===== src/rtl/sal_ref_ctrl.sv =====
// sal_ref_ctrl: DDR2 periodic refresh scheduler.
// Counts tREFI, accumulates owed refreshes, runs a req/gnt handshake with the
// bank controller and blocks further requests for tRFC after each grant.
// Build option SAL_REF_POSTPONE_EN: when defined, up to MAX_PEND refreshes may
// be owed and ref_urgent_o tracks pend >= URGENT_TH. When undefined, at most
// one refresh is owed and ref_urgent_o mirrors ref_req_o.
//
// state | meaning
// IDLE  | no request outstanding
// REQ   | ref_req_o high, waiting for ref_gnt_i
// RFC   | REF issued, tRFC hold-off running (ref_busy_o high)

module sal_ref_ctrl #(
   parameter int TREFI_W   = 16,
   parameter int TRFC_W    = 8,
   parameter int MAX_PEND  = 8,
   parameter int URGENT_TH = 6
) (
   input  logic                          clk,
   input  logic                          rst,
   input  logic                          ref_en_i,
   input  logic [TREFI_W-1:0]            trefi_i,
   input  logic [TRFC_W-1:0]             trfc_i,
   output logic                          ref_req_o,
   input  logic                          ref_gnt_i,
   output logic                          ref_urgent_o,
   output logic                          ref_busy_o,
   output logic [$clog2(MAX_PEND):0]     ref_pend_o,
   output logic                          ref_ovf_o
);

   localparam int PW = $clog2(MAX_PEND) + 1;

`ifdef SAL_REF_POSTPONE_EN
   localparam logic [PW-1:0] PEND_MAX = PW'(MAX_PEND);
   localparam logic [PW-1:0] URG_TH   = PW'(URGENT_TH);
`else
   localparam logic [PW-1:0] PEND_MAX = PW'(1);
`endif

   typedef enum logic [1:0] {IDLE, REQ, RFC} state_t;

   state_t              state;
   logic [TREFI_W-1:0]  icnt;
   logic [TRFC_W-1:0]   rcnt;
   logic [PW-1:0]       pend;
   logic [PW-1:0]       pend_nxt;
   logic                run;
   logic                tick;
   logic                gnt_acc;
   logic                ovf_set;

   assign run     = ref_en_i && (trefi_i != '0);
   assign tick    = run && (icnt == '0);
   assign gnt_acc = (state == REQ) && ref_gnt_i;

   assign ref_pend_o = pend;

   // Interval down-counter; parks at trefi-1 while idle so the first tick
   // lands trefi cycles after enable.
   always_ff @(posedge clk) begin
      if (rst) begin
         icnt <= '0;
      end else if (!run || (icnt == '0)) begin
         icnt <= (trefi_i == '0) ? '0 : trefi_i - TREFI_W'(1);
      end else begin
         icnt <= icnt - TREFI_W'(1);
      end
   end

   // Next owed-refresh count; a simultaneous tick and grant cancel out.
   always_comb begin
      pend_nxt = pend;
      ovf_set  = 1'b0;
      if (!ref_en_i) begin
         pend_nxt = '0;
      end else if (tick && !gnt_acc) begin
         if (pend == PEND_MAX) ovf_set  = 1'b1;
         else                  pend_nxt = pend + PW'(1);
      end else if (gnt_acc && !tick && (pend != '0)) begin
         pend_nxt = pend - PW'(1);
      end
   end

   // Owed-refresh register, sticky overflow and (when postponing) urgency.
   always_ff @(posedge clk) begin
      if (rst) begin
         pend      <= '0;
         ref_ovf_o <= 1'b0;
`ifdef SAL_REF_POSTPONE_EN
         ref_urgent_o <= 1'b0;
`endif
      end else begin
         pend <= pend_nxt;
         if (ovf_set) ref_ovf_o <= 1'b1;
`ifdef SAL_REF_POSTPONE_EN
         ref_urgent_o <= (pend_nxt >= URG_TH);
`endif
      end
   end

`ifndef SAL_REF_POSTPONE_EN
   assign ref_urgent_o = ref_req_o;
`endif

   // Handshake FSM with registered req/busy and the tRFC down-counter.
   always_ff @(posedge clk) begin
      if (rst) begin
         state      <= IDLE;
         rcnt       <= '0;
         ref_req_o  <= 1'b0;
         ref_busy_o <= 1'b0;
      end else begin
         case (state)
            IDLE: begin
               if ((pend != '0) && ref_en_i) begin
                  state     <= REQ;
                  ref_req_o <= 1'b1;
               end
            end
            REQ: begin
               if (ref_gnt_i) begin
                  state      <= RFC;
                  ref_req_o  <= 1'b0;
                  ref_busy_o <= 1'b1;
                  rcnt       <= (trfc_i == '0) ? TRFC_W'(1) : trfc_i;
               end else if (!ref_en_i) begin
                  state     <= IDLE;
                  ref_req_o <= 1'b0;
               end
            end
            RFC: begin
               if (rcnt <= TRFC_W'(1)) begin
                  state      <= IDLE;
                  ref_busy_o <= 1'b0;
               end else begin
                  rcnt <= rcnt - TRFC_W'(1);
               end
            end
            default: begin
               state      <= IDLE;
               ref_req_o  <= 1'b0;
               ref_busy_o <= 1'b0;
            end
         endcase
      end
   end

endmodule

===== config.mk =====
export PLATFORM = sky130hd
export DESIGN_NAME = sal_ref_ctrl
export DESIGN_NICKNAME = d
export VERILOG_FILES = /design/src/rtl/sal_ref_ctrl.sv
export SDC_FILE = /design/constraint.sdc
export NUM_CORES = 1
export LEC_CHECK = 0
export BUFFER_PORTS_ARGS = -buffer_cell sky130_fd_sc_hd__buf_2
export CAP_MARGIN = 20
export CORE_MARGIN = 2
export CORE_UTILIZATION = 49
export DETAILED_ROUTE_END_ITERATION = 16
export PLACE_DENSITY_LB_ADDON = 0.05
export SYNTH_ARGS = -nofsm -noshare
export SYNTH_HDL_FRONTEND = slang
export SYNTH_SLANG_ARGS = --single-unit

===== constraint.sdc =====
create_clock -name clk -period 3.5 [get_ports clk]
set_input_delay 0.7 -clock clk [delete_from_list [all_inputs] [get_ports clk]]
set_output_delay 0.7 -clock clk [all_outputs]
set_load 0.01 [all_outputs]

==> results of run 1 <==
-- cell usage in the layout (no fill, tap or decap), drive strengths merged, types with 2 or more instances in the layout --
cell,n
and3,2
nand2,17
a22oi,5
o21ai,14
or4,9
inv,8
xnor2,18
clkbuf,5
nor4,9
xor2,8
nand2b,3
ha,8
o31ai,4
mux2i,5
nand3,4
nor2,44
or3,5
a21oi,11
nor3,13
a211oi,15
dfxtp,33
buf,37
nor2b,2
or2,3
-- logic make-up after synthesis --
kind of cell | synth area share
multiplexers | 0.0294
XOR/XNOR | 0.109
adder cells (fa/ha/maj) | 0.0481
AO/OA/AOI/OAI | 0.169
AND/OR/NAND/NOR | 0.290
flip-flops | 0.317
buffers and inverters | 0.0367
-- area by class of cell --
class / count / share of cell area
Multi-Input combinational cell: 210 / 0.570
Sequential cell: 33 / 0.279
Timing Repair Buffer: 37 / 0.0804
Clock buffer: 5 / 0.0291
Tap cell: 50 / 0.0264
Inverter: 8 / 0.0127
Clock inverter: 1 / 0.00212
-- tightest hold or removal path: stages, from the launching register on --
cell     delay [ps]
dfxtp_1         330
a31oi_1          40
nor2_1           80
-- worst paths after layout --
check	start	endpoint	slack, ps	cells after the start
setup / recovery	trefi_i[0]	ref_pend_o[3]$_SDFFE_PP0P_	720	9
hold / removal	ref_ovf_o$_SDFFE_PP0P_	ref_ovf_o$_SDFFE_PP0P_	490	2
setup reg to reg	icnt[8]$_SDFF_PP0_	ref_pend_o[1]$_SDFFE_PP0P_	900	6
hold reg to reg	ref_ovf_o$_SDFFE_PP0P_	ref_ovf_o$_SDFFE_PP0P_	490	2
-- registers in the layout (all words and copies together) (netlist names) --
signal	flops
ref_ovf_o	1
rcnt	8
state	2
ref_pend_o	4
icnt	16
ref_req_o	1
ref_busy_o	1
-- routing by layer --
metal,vias up,wire [um],track usage
li1,1000,-,-
met1,843,2110,0.231
met2,42,1810,0.301
met3,7,187,0.0509
met4,0,70,0.0806
met5,-,0,0
-- where the power goes --
group | switching, W | internal, W
combinational | 0.0000804 | 0.0000697
sequential | 0.0000180 | 0.000395
clock | 0.000130 | 0.000131
-- metrics by stage --
| step | instance area (um^2) | util | hold slack (ps) |
|---|---|---|---|
| 2_1_floorplan | 2080 | - | 466 |
| 6_report | 2370 | 0.583 | 494 |
| 3_5_place_dp | 2290 | 0.565 | 497 |
| 4_1_cts | 2370 | 0.583 | 506 |
| 3_3_place_gp | 2290 | 0.565 | 457 |
| 5_1_grt | 2370 | 0.583 | 539 |
==> results.py, run 1 <==
metrics = {
    "clock_network": {
        "clockBufferDepth": 2,
        "tritoncts": "built",
        "cts_buffers": 5,
        "numClockSinks": 33,
        "worstSkewPairLatency_ps": 280,
        "clk_pin_slew_ps": 60,
        "cts_hold_buf": 0,
        "htree_levels": 2,
        "post_cts_resized": 0,
        "postCtsSetupRepairBufs": 0,
        "cts_root_buf": "clkbuf_8",
    },
    "synthesis": {
        "synth-warning-count": 0,
        "synthDistinctLibCells": 42,
        "synthFlopType": "dfxtp_1",
        "synth_edf_count": 0,
        "yosysMostFrequentCell": "nor2_1",
        "syn_area_per_cell_um2": 7.95,
        "ys_top_cells_by_area": "dfxtp_1 32%, nor2_1 7.9%, xnor2_1 7.6%",
        "syn_nets": 298,
        "ys_ff_latch": 33,
        "synth_area_leader_cell": "dfxtp_1",
        "synth_top_area_share": 0.317,
        "synth_area_um2": 2080,
        "synth-seq-area-share": 0.317,
        "ys_async_sr_fraction": 0,
        "ys_top_cells_by_count": "44 x nor2_1, 33 x dfxtp_1, 18 x xnor2_1",
        "synthCells": 262,
    },
    "sta": {
        "report.final.hold_viol_count": 0,
        "layout_setup_ws_ps": 725,
        "max_clock_freq_ghz": 0.360,
        "slew_violations": 0,
        "rsz0062_at_grt": "false",
        "max_slew_margin": 0.638,
        "worstMarginPinSlew_ps": 538,
        "setup-tns-final_ps": 0,
        "clock-skew-final_ps": 2.98,
        "finalSetupViolations": 0,
        "fin_crit_sh": 0.793,
        "post-route-min-period_ps": 2780,
    },
    "place": {
        "post-dp-hpwl_um": 3150,
        "pre_cts_slack_ps": 442,
        "place.gp.congestion": 0.745,
        "dp_cells": 338,
        "io_buffer_count": 35,
    },
    "setup_path": {
        "critical-path-max-stage-delay_ps": 530,
        "path_buf_inv": 2,
        "cp-start-kind": "input pin",
        "critPathCaptureType": "register",
        "cp_max_fo": 6,
        "critical_path.slowest_cell": "nor4_2",
        "critPathArrivalTime_ps": 2990,
        "cp_top_family": "simple AND/OR/NAND/NOR gates",
        "required_ps": 3710,
        "critical_path.cell_chain": "buf_2 > inv_1 > ha_1 > or3b_2 > nor4_2 > nor4b_2 > mux2i_1 > or3_1 > a21oi_1",
        "path_class": "input pin to register",
    },
    "global_route": {
        "grt_pass1_wl_um": 7290,
        "antenna_found_initial": 0,
        "grt_pass1_vias": 1707,
        "grt_overflow": 0,
        "grt_usage": 0.186,
        "grt_max_degree": 31,
    },
    "status": {
        "status": "completed",
    },
    "power_and_ir_drop": {
        "vdd_drop_max_mv": 0.135,
        "p_leak_nw": 0.945,
        "totalPowerFinal_w": 0.000824,
        "p_per_area_nw_per_um2": 348,
    },
    "min_path": {
        "hold_path.class": "register to register",
    },
    "layout": {
        "nFillCells": 392,
        "final_nets": 331,
        "drive_gt1_frac": 0.190,
        "antenna_cells": 0,
        "multi_input_area_um2": 1350,
        "area.growth.synth_to_final_pct": 13.6,
        "ff_latch_area_um2": 661,
        "final_cell_count_no_fill": 344,
    },
    "floorplan": {
        "dieWidth_um": 69.2,
        "core_area_um2": 4060,
        "start_util": 0.513,
        "row_count": 23,
        "pin_count": 36,
        "die_h_um": 69.2,
        "die-area_um2": 4790,
    },
    "drt": {
        "wl_per_cell_um": 12.2,
        "drt_iter0_markers": 52,
        "vias": 1892,
        "final_antenna_net_count": 0,
        "route.detailed.drc": 0,
        "wl_um": 4180,
        "drtPass1Iterations": 4,
        "vias_per_cell": 5.50,
    },
    "flow_run": {
        "cap_viol_max_count": 0,
    },
}
No activity file was read; power rests on OpenSTA's default activity.
==> run 2: changes to the inputs <==
- clock period: 3.5 -> 2.7 ns (I/O delays scaled with it)
==> results.py, run 2 (synthesized netlist as in run 1, its figures left out) <==
metrics = {
    "drt": {
        "final_antenna_net_count": 0,
        "vias_per_cell": 5.44,
        "wl_per_cell_um": 12.1,
        "vias": 1893,
        "wl_um": 4220,
        "drt_iter0_markers": 92,
        "drtPass1Iterations": 4,
        "route.detailed.drc": 0,
    },
    "flow_run": {
        "cap_viol_max_count": 0,
    },
    "setup_path": {
        "path_class": "register to register",
        "cp_max_fo": 6,
        "critPathArrivalTime_ps": 2690,
        "required_ps": 2870,
        "critPathCaptureType": "register",
        "cp-start-kind": "register",
    },
    "floorplan": {
        "row_count": 23,
        "pin_count": 36,
        "die-area_um2": 4790,
        "die_h_um": 69.2,
        "dieWidth_um": 69.2,
        "start_util": 0.513,
        "core_area_um2": 4060,
    },
    "layout": {
        "multi_input_area_um2": 1350,
        "nFillCells": 372,
        "final_common_cell": "nor2_1",
        "antenna_cells": 0,
        "area.growth.synth_to_final_pct": 15.6,
        "drive_gt1_frac": 0.201,
        "layout_common_cells": "44 x nor2_1, 35 x buf_2, 33 x dfxtp_1, 18 x xnor2_1, 17 x nand2_1",
        "final_nets": 333,
        "fin_area_um2": 2410,
        "ff_latch_area_um2": 661,
        "regMostFlops": "icnt",
        "largest_reg_flops": 16,
    },
    "global_route": {
        "grt_max_degree": 31,
        "grt_usage": 0.188,
        "antenna_found_initial": 0,
        "grt_pass1_wl_um": 7580,
        "grt_pass1_vias": 1699,
        "grt_overflow": 0,
    },
    "sta": {
        "worstMarginPinSlew_ps": 506,
        "report.final.hold_viol_count": 0,
        "max_slew_margin": 0.663,
        "slew_violations": 0,
        "finalSetupViolations": 0,
        "fin_crit_sh": 0.936,
        "setup-tns-final_ps": 0,
        "clock-skew-final_ps": 7.87,
        "rsz0062_at_grt": "false",
        "max_clock_freq_ghz": 0.396,
        "post-route-min-period_ps": 2530,
        "whs_ps": 471,
    },
    "place": {
        "place.gp.congestion": 0.763,
        "postPlaceCellArea_um2": 2320,
        "post-dp-hpwl_um": 3130,
        "io_buffer_count": 35,
    },
    "power_and_ir_drop": {
        "p_leak_nw": 0.966,
        "vdd_drop_max_mv": 0.243,
        "p_per_area_nw_per_um2": 453,
        "totalPowerFinal_w": 0.00109,
    },
    "clock_network": {
        "clk_pin_slew_ps": 70,
        "worstSkewPairLatency_ps": 280,
        "clockBufferDepth": 2,
        "cts_buffers": 5,
        "htree_levels": 2,
        "cts_root_buf": "clkbuf_8",
        "numClockSinks": 33,
        "tritoncts": "built",
        "postCtsSetupRepairBufs": 0,
    },
    "min_path": {
        "hold_path.class": "input pin to register",
    },
    "status": {
        "status": "completed",
    },
}
run 2: timing repair:
item                                   4_1_cts  5_1_grt
hold buffers                                 0        0
setup endpoints to repair                    0        2
endpoints found under the hold margin        0        0
resized for setup                            0        1
run 2: area by class of cell:
type                    count  share of cell area
multi-input cells         210               0.562
inverters                   8              0.0125
clock inverters             2             0.00416
flip-flops and latches     33               0.275
clock buffers               6              0.0302
repair buffers             39              0.0905
well taps                  50              0.0260
run 2: path summary, 6_finish.rpt:
path	startpoint	end	slack, ps	depth (start not counted)
setup / recovery	icnt[8]$_SDFF_PP0_	ref_pend_o[1]$_SDFFE_PP0P_	170	6
hold / removal	trefi_i[0]	icnt[0]$_SDFF_PP0_	470	2
setup reg to reg	icnt[8]$_SDFF_PP0_	ref_pend_o[1]$_SDFFE_PP0P_	170	6
hold reg to reg	ref_ovf_o$_SDFFE_PP0P_	ref_ovf_o$_SDFFE_PP0P_	490	2
run 2: critical path, cell delays in order, from the launching register on:
cell and delay, ps:
dfxtp_1 340, or4_4 550, or4_4 490, nor4b_2 340, mux2i_2 420, mux2i_1 220
nor2_1 60
run 2: through the flow:
| stage | worst slack, ps | utilization | std cells |
|---|---|---|---|
| after floorplan | 138 | - | 262 |
| after global placement | 23.2 | 0.572 | 340 |
| after detailed placement | -5.08 | 0.572 | 340 |
| after CTS | 69.0 | 0.592 | 348 |
| after global routing | 12.5 | 0.593 | 348 |
| final | 173 | 0.593 | 348 |
run 2: report_power, final:
group | switching, W | internal (W) | leakage, nW | total [W]
Combinational | 0.000107 | 0.0000938 | 0.650 | 0.000201
Sequential | 0.0000230 | 0.000512 | 0.270 | 0.000535
Clock | 0.000175 | 0.000178 | 0.0450 | 0.000354
run 2: routing by layer:
| metal | GRT usage | vias to the layer above | part of all wire |
|---|---|---|---|
| met3 | 0.0494 | 2 | 0.042 |
| met1 | 0.256 | 842 | 0.50 |
| met5 | 0 | - | 0 |
| li1 | - | 1008 | - |
| met4 | 0.0588 | 0 | 0.0064 |
| met2 | 0.292 | 41 | 0.45 |
